## src/rtl/mem_arbiter.sv

```systemverilog
// Two-requester memory arbiter: dcache normally wins, but icache is granted after
// STARVE_MAX back-to-back dcache completions while it waits.
module mem_arbiter #(
  parameter int STARVE_MAX = 4
) (
  input  logic        CLK,
  input  logic        nRST,
  input  logic        iREN,
  input  logic [31:0] iaddr,
  input  logic        dREN,
  input  logic        dWEN,
  input  logic [31:0] daddr,
  input  logic [31:0] dstore,
  input  logic [1:0]  ramstate,
  input  logic [31:0] ramload,
  output logic        iwait,
  output logic        dwait,
  output logic [31:0] iload,
  output logic [31:0] dload,
  output logic        ramREN,
  output logic        ramWEN,
  output logic [31:0] ramaddr,
  output logic [31:0] ramstore,
  output logic        ramerr
);

  typedef enum logic [1:0] {IDLE, DGNT, IGNT} owner_t;

  localparam logic [1:0] RS_ACCESS  = 2'd2;
  localparam logic [1:0] RS_ERROR   = 2'd3;
  localparam logic [2:0] STREAK_MAX = 3'(STARVE_MAX);

  owner_t      owner_q, owner_d, pick;
  logic [2:0]  streak_q, streak_d;
  logic        ramerr_q, ramerr_d;
  logic        d_req, owner_req, access, complete;

  always_ff @(posedge CLK or negedge nRST) begin
    if (!nRST) begin
      owner_q  <= IDLE;
      streak_q <= 3'd0;
      ramerr_q <= 1'b0;
    end else begin
      owner_q  <= owner_d;
      streak_q <= streak_d;
      ramerr_q <= ramerr_d;
    end
  end

  always_comb begin
    d_req     = dREN | dWEN;
    access    = (ramstate == RS_ACCESS);
    owner_req = 1'b0;
    case (owner_q)
      DGNT:    owner_req = d_req;
      IGNT:    owner_req = iREN;
      default: owner_req = 1'b0;
    endcase
    // An access whose requester has already let go is an abort, not a completion.
    complete = (owner_q != IDLE) && access && owner_req;

    streak_d = streak_q;
    if (complete && owner_q == IGNT)
      streak_d = 3'd0;
    else if (complete && owner_q == DGNT && iREN && streak_q < STREAK_MAX)
      streak_d = streak_q + 3'd1;

    // Arbitrate on the post-completion streak so the limit takes effect immediately.
    if (d_req && !(iREN && streak_d >= STREAK_MAX))
      pick = DGNT;
    else if (iREN)
      pick = IGNT;
    else
      pick = IDLE;

    owner_d = owner_q;
    if (owner_q == IDLE || access || !owner_req)
      owner_d = pick;

    ramerr_d = ramerr_q | ((owner_q != IDLE) && (ramstate == RS_ERROR));
  end

  always_comb begin
    ramREN   = 1'b0;
    ramWEN   = 1'b0;
    ramaddr  = 32'd0;
    ramstore = 32'd0;
    iwait    = iREN;
    dwait    = d_req;
    case (owner_q)
      DGNT: begin
        ramaddr  = daddr;
        ramstore = dstore;
        ramWEN   = dWEN;
        ramREN   = dREN & ~dWEN;
        dwait    = ~access;
      end
      IGNT: begin
        ramaddr = iaddr;
        ramREN  = 1'b1;
        iwait   = ~access;
      end
      default: ;
    endcase
  end

  assign iload  = ramload;
  assign dload  = ramload;
  assign ramerr = ramerr_q;

endmodule

```

## config.mk

```make
export PLATFORM = sky130hd
export DESIGN_NAME = mem_arbiter
export DESIGN_NICKNAME = d
export VERILOG_FILES = /design/src/rtl/mem_arbiter.sv
export SDC_FILE = /design/constraint.sdc
export NUM_CORES = 1
export LEC_CHECK = 0
export CORE_AREA = 2 2 104 106
export CTS_CLUSTER_DIAMETER = 60
export DETAILED_ROUTE_END_ITERATION = 16
export DIE_AREA = 0 0 106 108
export MAX_ROUTING_LAYER = met4
export PLACE_DENSITY = 0.62
export SLEW_MARGIN = 30
export SYNTH_ARGS = -nofsm -noshare
export SYNTH_HDL_FRONTEND = slang
export SYNTH_SLANG_ARGS = --single-unit
```

## constraint.sdc

```tcl
create_clock -name CLK -period 2.1 [get_ports CLK]
set_input_delay 0.42 -clock CLK [delete_from_list [all_inputs] [get_ports CLK]]
set_output_delay 0.42 -clock CLK [all_outputs]
set_load 0.02 [all_outputs]
```

# --- Yosys cells after proc, flatten, opt, wreduce, memory -nomap -nowiden ---
# Index checks and enable logic that the tools add are counted.
word_totals:
  regBits: 6
  inputBits: 135
  output_inout_bits: 133
  elab_cells: 41
classes:
  add_sub_neg: 1
  order_cmp: 2
  n_eq_ne: 4
  n_mux: 11
  bitwise_logic: 5
  n_reduce_logical: 15
ops:
  columns: ["cell", "n"]
  rows:
  - ["32-bit case mux with 2 select lines", 1]
  - ["32-bit two-way mux", 1]
  - ["1-bit logical AND", 9]
  - ["2-bit == test (second input constant)", 3]
  - ["3-bit two-way mux", 2]
  - ["2-bit two-way mux", 2]
  - ["1-bit case mux with 2 select lines", 2]
  - ["3-bit by 1-bit adder with 3-bit output (second input constant)", 1]
  - ["3-bit greater-or-equal comparator (second input constant)", 1]
  - ["3-bit less-than comparator (second input constant)", 1]
  - ["1-bit two-way mux", 3]
  - ["2-bit by 1-bit == test with 1-bit output (second input constant)", 1]
  - ["1-bit zero test", 2]
  - ["2-bit zero test", 1]
  - ["1-bit logical OR", 2]
  - ["1-bit NOT", 2]
  - ["1-bit bitwise OR", 2]
  - ["2-bit nonzero test", 1]
  - ["1-bit AND", 1]

# --- Longest topological paths before layout ---
logic_depth:
  depth_word: 13
  mapped_depth: 7
  depth_no_buf: 6

# --- Worst setup path before layout ---
# Ideal clock, no wire load.
synth_timing:
  path_type: "register -> output"
  from: "register owner_q[1]"
  to: "output ramaddr[0]"
  arrival_ns: 1.514
  t_required_ns: 1.680
  slack_ns: 0.166
  path_stages_with_launch: 7
  n_path_buf: 2
  cell_sequence: "dfrtp_1 > inv_1 > ha_1 > buf_2 > buf_1 > a22oi_1 > nor2b_1"
synth_between:
  elab_chain_cells: 2
  word_cells_on_any_way: 3
  classes_between: "eq/ne: 2; mux: 1"
synth_lines:
  columns: ["element", "line", "text"]
  rows:
  - ["from (decl)", "33", "owner_t owner_q, owner_d, pick;"]
  - ["from (signal assigned)", "44", "owner_q <= owner_d;"]
  - ["2-bit == test or 2-bit by 1-bit == test with 1-bit output (tied branches)", "90", "case (owner_q)"]
  - ["32-bit case mux with 2 select lines (*)", "90", null]
  - ["to (decl)", "22", "output logic [31:0] ramaddr,"]
# Mark *: on every way between the ends. The rest lies on a longest branch, timed or not.

# --- Worst setup path after layout ---
layout_timing:
  from: "input dWEN"
  to: "output dwait"
layout_between:
  elab_chain_cells: 2
layout_lines:
  columns: ["element", "line", "text"]
  rows:
  - ["from (decl)", "11", "input logic dWEN,"]
  - ["1-bit bitwise OR", "51", "d_req = dREN | dWEN;"]
  - ["1-bit two-way mux", "90", null]
  - ["to (decl)", "17", "output logic dwait,"]
# No other way between the ends.

==> metrics.sh <==
OUTCOME='finished clean'
GR-USAGE-MET1=0.08083
SYNTH_AREA_PER_CELL_UM2=7.417
FP-ROW-COUNT=37
WORSTREG2REGSTART='owner_q[1]$_DFFE_PN0P_'
SEQ_AREA_FRAC_SYNTH=0.09160
SWSHARE=0.5063
DRTANTENNAVIOLNETS=0
VIA_COUNT_OF_THE_FIRST_GLOBAL_ROUTING_PASS=1877
INTERNAL_POWER_mW=1.943
SLACK_OF_THE_WORST_REG_TO_REG_PATH_NS=0.26
POST_SYNTH_AND_OR_NAND_NOR_AREA_FRACTION=0.3031
ROUTE.VIAS.TOTAL=1873
PWR_DENSITY_CELL_nW_PER_UM2=1249
INITIALDRTVIOLATIONCOUNT=81
CLKSINKCOUNT=6
FINAL_COMMON_CELL='clkdlybuf4s50_1'
POST_SYNTH_MUX_AREA_SHARE=0.01908
CLKSLEWWORSTSETUPHOLDPATHS_NS=0.03
FIRST_PASS_ITERATION_COUNT_OF_THE_DETAILED_ROUTER=4
DRCVIOLATIONCOUNT=0
DIE_H_UM=108
WORST_IR_DROP_VDD_uV=429.8
FLOORPLAN.INITIALDENSITY=0.1602
HOLD_BUFS_AT_CTS=0
YS_WARN_COUNT=0
SYNTH-COMPOUND-AREA-SHARE=0.2084
CLOCK_TREE_FROM_TRITONCTS='done'
MIN_PERIOD_OVER_PERIOD=0.9714
CP_SLOWEST_STAGE_DELAY_NS=0.46
DIEWIDTH_UM=106
INITIAL_ANTENNA_VIOLATION_COUNT=0
FINALCRITICALPERIOD_NS=2.040
WORST_PATH_MAX_DELAY_CELL='clkdlybuf4s50_1'
CRITPATHLAUNCHTYPE='input port'
SYNTH_XOR_AREA_FRAC=0
WORSTSETUPENDPOINTTYPE='output pin'
CP_DATA_REQUIRED_TIME_NS=1.68
FLOORPLAN.IO_PINS=268
DETAILED_PLACE_HPWL_MM=5.100
PATH_CELLS='clkdlybuf4s50_1 > or2_2 > nor2_1 > a21oi_1 > clkdlybuf4s15_1'
HTREE_NUM_LEVELS=1
GLOBAL_ROUTE.USAGE.MET3=0.02291
SYNTHADDERAREAFRAC=0.03817
WORSTSKEWPAIRLATENCY_NS=0.22
ROUTED_WIRE_LENGTH_PER_INSTANCE_UM=12.65
FINAL_NET_COUNT=480
SWITCHING_POWER_mW=1.993
LAYOUT-DRIVE-GT1-SHARE=0.2160
DRT-VIAS-PER-INSTANCE=3.951
ANTENNA_CELLS=0
SYNTH_CELL_TYPE_COUNT=31
PATH_CLASS='input port to output pin'
WORST-SLEW-PIN-TRANSITION_NS=0.3266
WORST_CLOCK_SKEW_NS=0.0002724
RSZ0062_AT_GRT='yes'
SYNTH_FP_NETS=361
P_LEAK_nW=1.352
WORSTREGTOREGCELLS=8
SYNTHESIS.INSTANCES=221
SYNTHDOMINANTCELLAREASHARE=0.2977
SYNTH_LARGEST_AREA_CELL='buf_4'
GLOBAL_ROUTE.USAGE.TOTAL=0.09475
REPORT.FINAL.SLEW_VIOL_COUNT=0
DPL_WORST_SLACK_NS=-0.2949
WORST_EP_ARRIVAL_TIME_NS=1.62
CLOCK_POWER_SHARE=0.042
P_SEQ_FRAC=0.049
GRT_REMAINING_OVERFLOW=0
SYN-CELL-AREA_UM2=1639
FMAXACHIEVABLE_MHz=490.2
MAX-CAP-VIOLATIONS=0
CTS_BUFFER_COUNT=3
LARGEST_FAMILY_OF_LOGIC_CELLS_BY_SYNTHESIZED_AREA='buffers and inverters'
NUMPORTBUFFERS=171
REPORT.FINAL.HOLD_VIOL_COUNT=0
CP_MAX_FO=4
DESIGN.DIE.AREA_UM2=11450
SLEW_HEADROOM=0.7808
SETUP_VIOL_COUNT_FINAL=0
WORST_SLACK_NS=0.06011
GRT_UTIL_MET2=0.1972
TIMING.HOLD.WORST.CLASS='input port to async pin'
POWER.COMBINATIONAL.FRACTION=0.909
TIMING.SETUP.TNS_NS=0
CLK_ROOT_BUFFER_CELL='clkbuf_8'
FILLCELLCOUNT=1086
AREA_GROWTH_PCT=92.29
R2R-END='owner_q[1]$_DFFE_PN0P_'
GP_CONGESTION=0.7470
MOSTFREQUENTLAYOUTCELLS='103 x clkdlybuf4s50_1, 34 x and2_1, 33 x dlygate4sd2_1'
CTS_MAX_PATH_BUFFERS=2
YOSYS-TOP-CELLS-AREA='buf_4 30%, a22oi_1 15%, and2_1 13%'
YS_SEQ_ELEMENTS=6
CORE_UM2=10230
WL_MM=5.996
GRT_MAX_DEGREE=44
TOTAL_POWER_OF_THE_FINAL_LAYOUT_mW=3.936
GLOBAL_ROUTE.PEAK_USAGE_LAYER='met2'
GRT_PASS1_WL_MM=8.604
==> through the flow <==
stage | instances | util | instance area (µm²) | hold WS (ns)
floorplan | 221 | - | 1639 | 0.1244
global placement | 471 | 0.3096 | 3168 | 0.4622
detailed placement | 471 | 0.3096 | 3168 | 0.4776
CTS | 474 | 0.3120 | 3192 | 0.4521
global route | 474 | 0.3081 | 3152 | 0.4572
finish | 474 | 0.3081 | 3152 | 0.4481
==> Yosys cell counts <==
cell type  instances
a211oi_1           1
a211oi_4           1
a21oi_1            2
a22oi_1           32
a2bb2oi_2          1
a31oi_1            1
and2_1            34
and2b_1            1
and3b_1            1
buf_1              1
buf_2              1
buf_4             65
clkbuf_1          11
dfrtp_1            6
ha_1               5
inv_1              5
mux2_1             1
mux2i_1            2
nand2_1            1
nand2_2            1
nand2b_2           1
nand3b_1           2
nand4b_1           1
nor2_1             5
nor2b_1           32
o21a_1             2
o21ai_1            1
o21bai_1           1
o22ai_1            1
o31a_1             1
or2_2              1
==> worst max path at each step <==
stage,start,end,slack [ns]
floorplan,owner_q[1]$_DFFE_PN0P_,ramaddr[0],0.17
global placement,ramstate[0],iwait,-0.28
detailed placement,ramstate[0],iwait,-0.29
CTS,owner_q[0]$_DFFE_PN0P_,ramaddr[11],-0.009
global route,owner_q[1]$_DFFE_PN0P_,ramaddr[12],-0.008
finish,dWEN,dwait,0.06
==> power groups by stage <==
stage	clock network, mW	logic, mW	registers (mW)
3_5_place_dp	0	3.90	0.192
2_1_floorplan	0	2.22	0.188
3_3_place_gp	0	3.86	0.189
4_1_cts	0.176	3.59	0.190
6_report	0.166	3.58	0.192
5_1_grt	0.184	3.87	0.198
==> timing repair <==
action | CTS | global route
resized for setup | 120 | 38
setup buffers | 0 | 0
endpoints found under the setup margin | 68 | 59
==> cell type report <==
| class | count | area, µm² | share of cell area |
|---|---|---|---|
| Clock buffer | 3 | 41.29 | 0.01310 |
| Inverter | 5 | 18.77 | 0.005955 |
| Multi-Input combinational cell | 132 | 994.7 | 0.3156 |
| Sequential cell | 6 | 150.1 | 0.04764 |
| Tap cell | 136 | 170.2 | 0.05399 |
| Timing Repair Buffer | 192 | 1777 | 0.5637 |
==> logic make-up (layout without fill, tap and decap cells) <==
logic type / count (synthesis) / count (layout)
flops: 6 / 6
simple gates: 80 / 80
mux: 3 / 3
compound gates: 44 / 44
fa+ha+maj: 5 / 5
buf+inv: 83 / 200
==> routing by layer <==
metal  vias up  wire length [µm]
li1        908                 -
met1       832              1944
met2       119              3360
met3        14               565
met4         0               125
met5         -                 0
==> flip-flops by register name, indices dropped and copies added (netlist names) <==
signal	count
streak_q	3
owner_q	2
ramerr	1
==> critical path, delay by kind of cell <==
kind / cells / cell delay [ns]
simple gates: 2 / 0.41
compound gates: 1 / 0.05
buf+inv: 2 / 0.75
(Power assumes the default switching activity.)
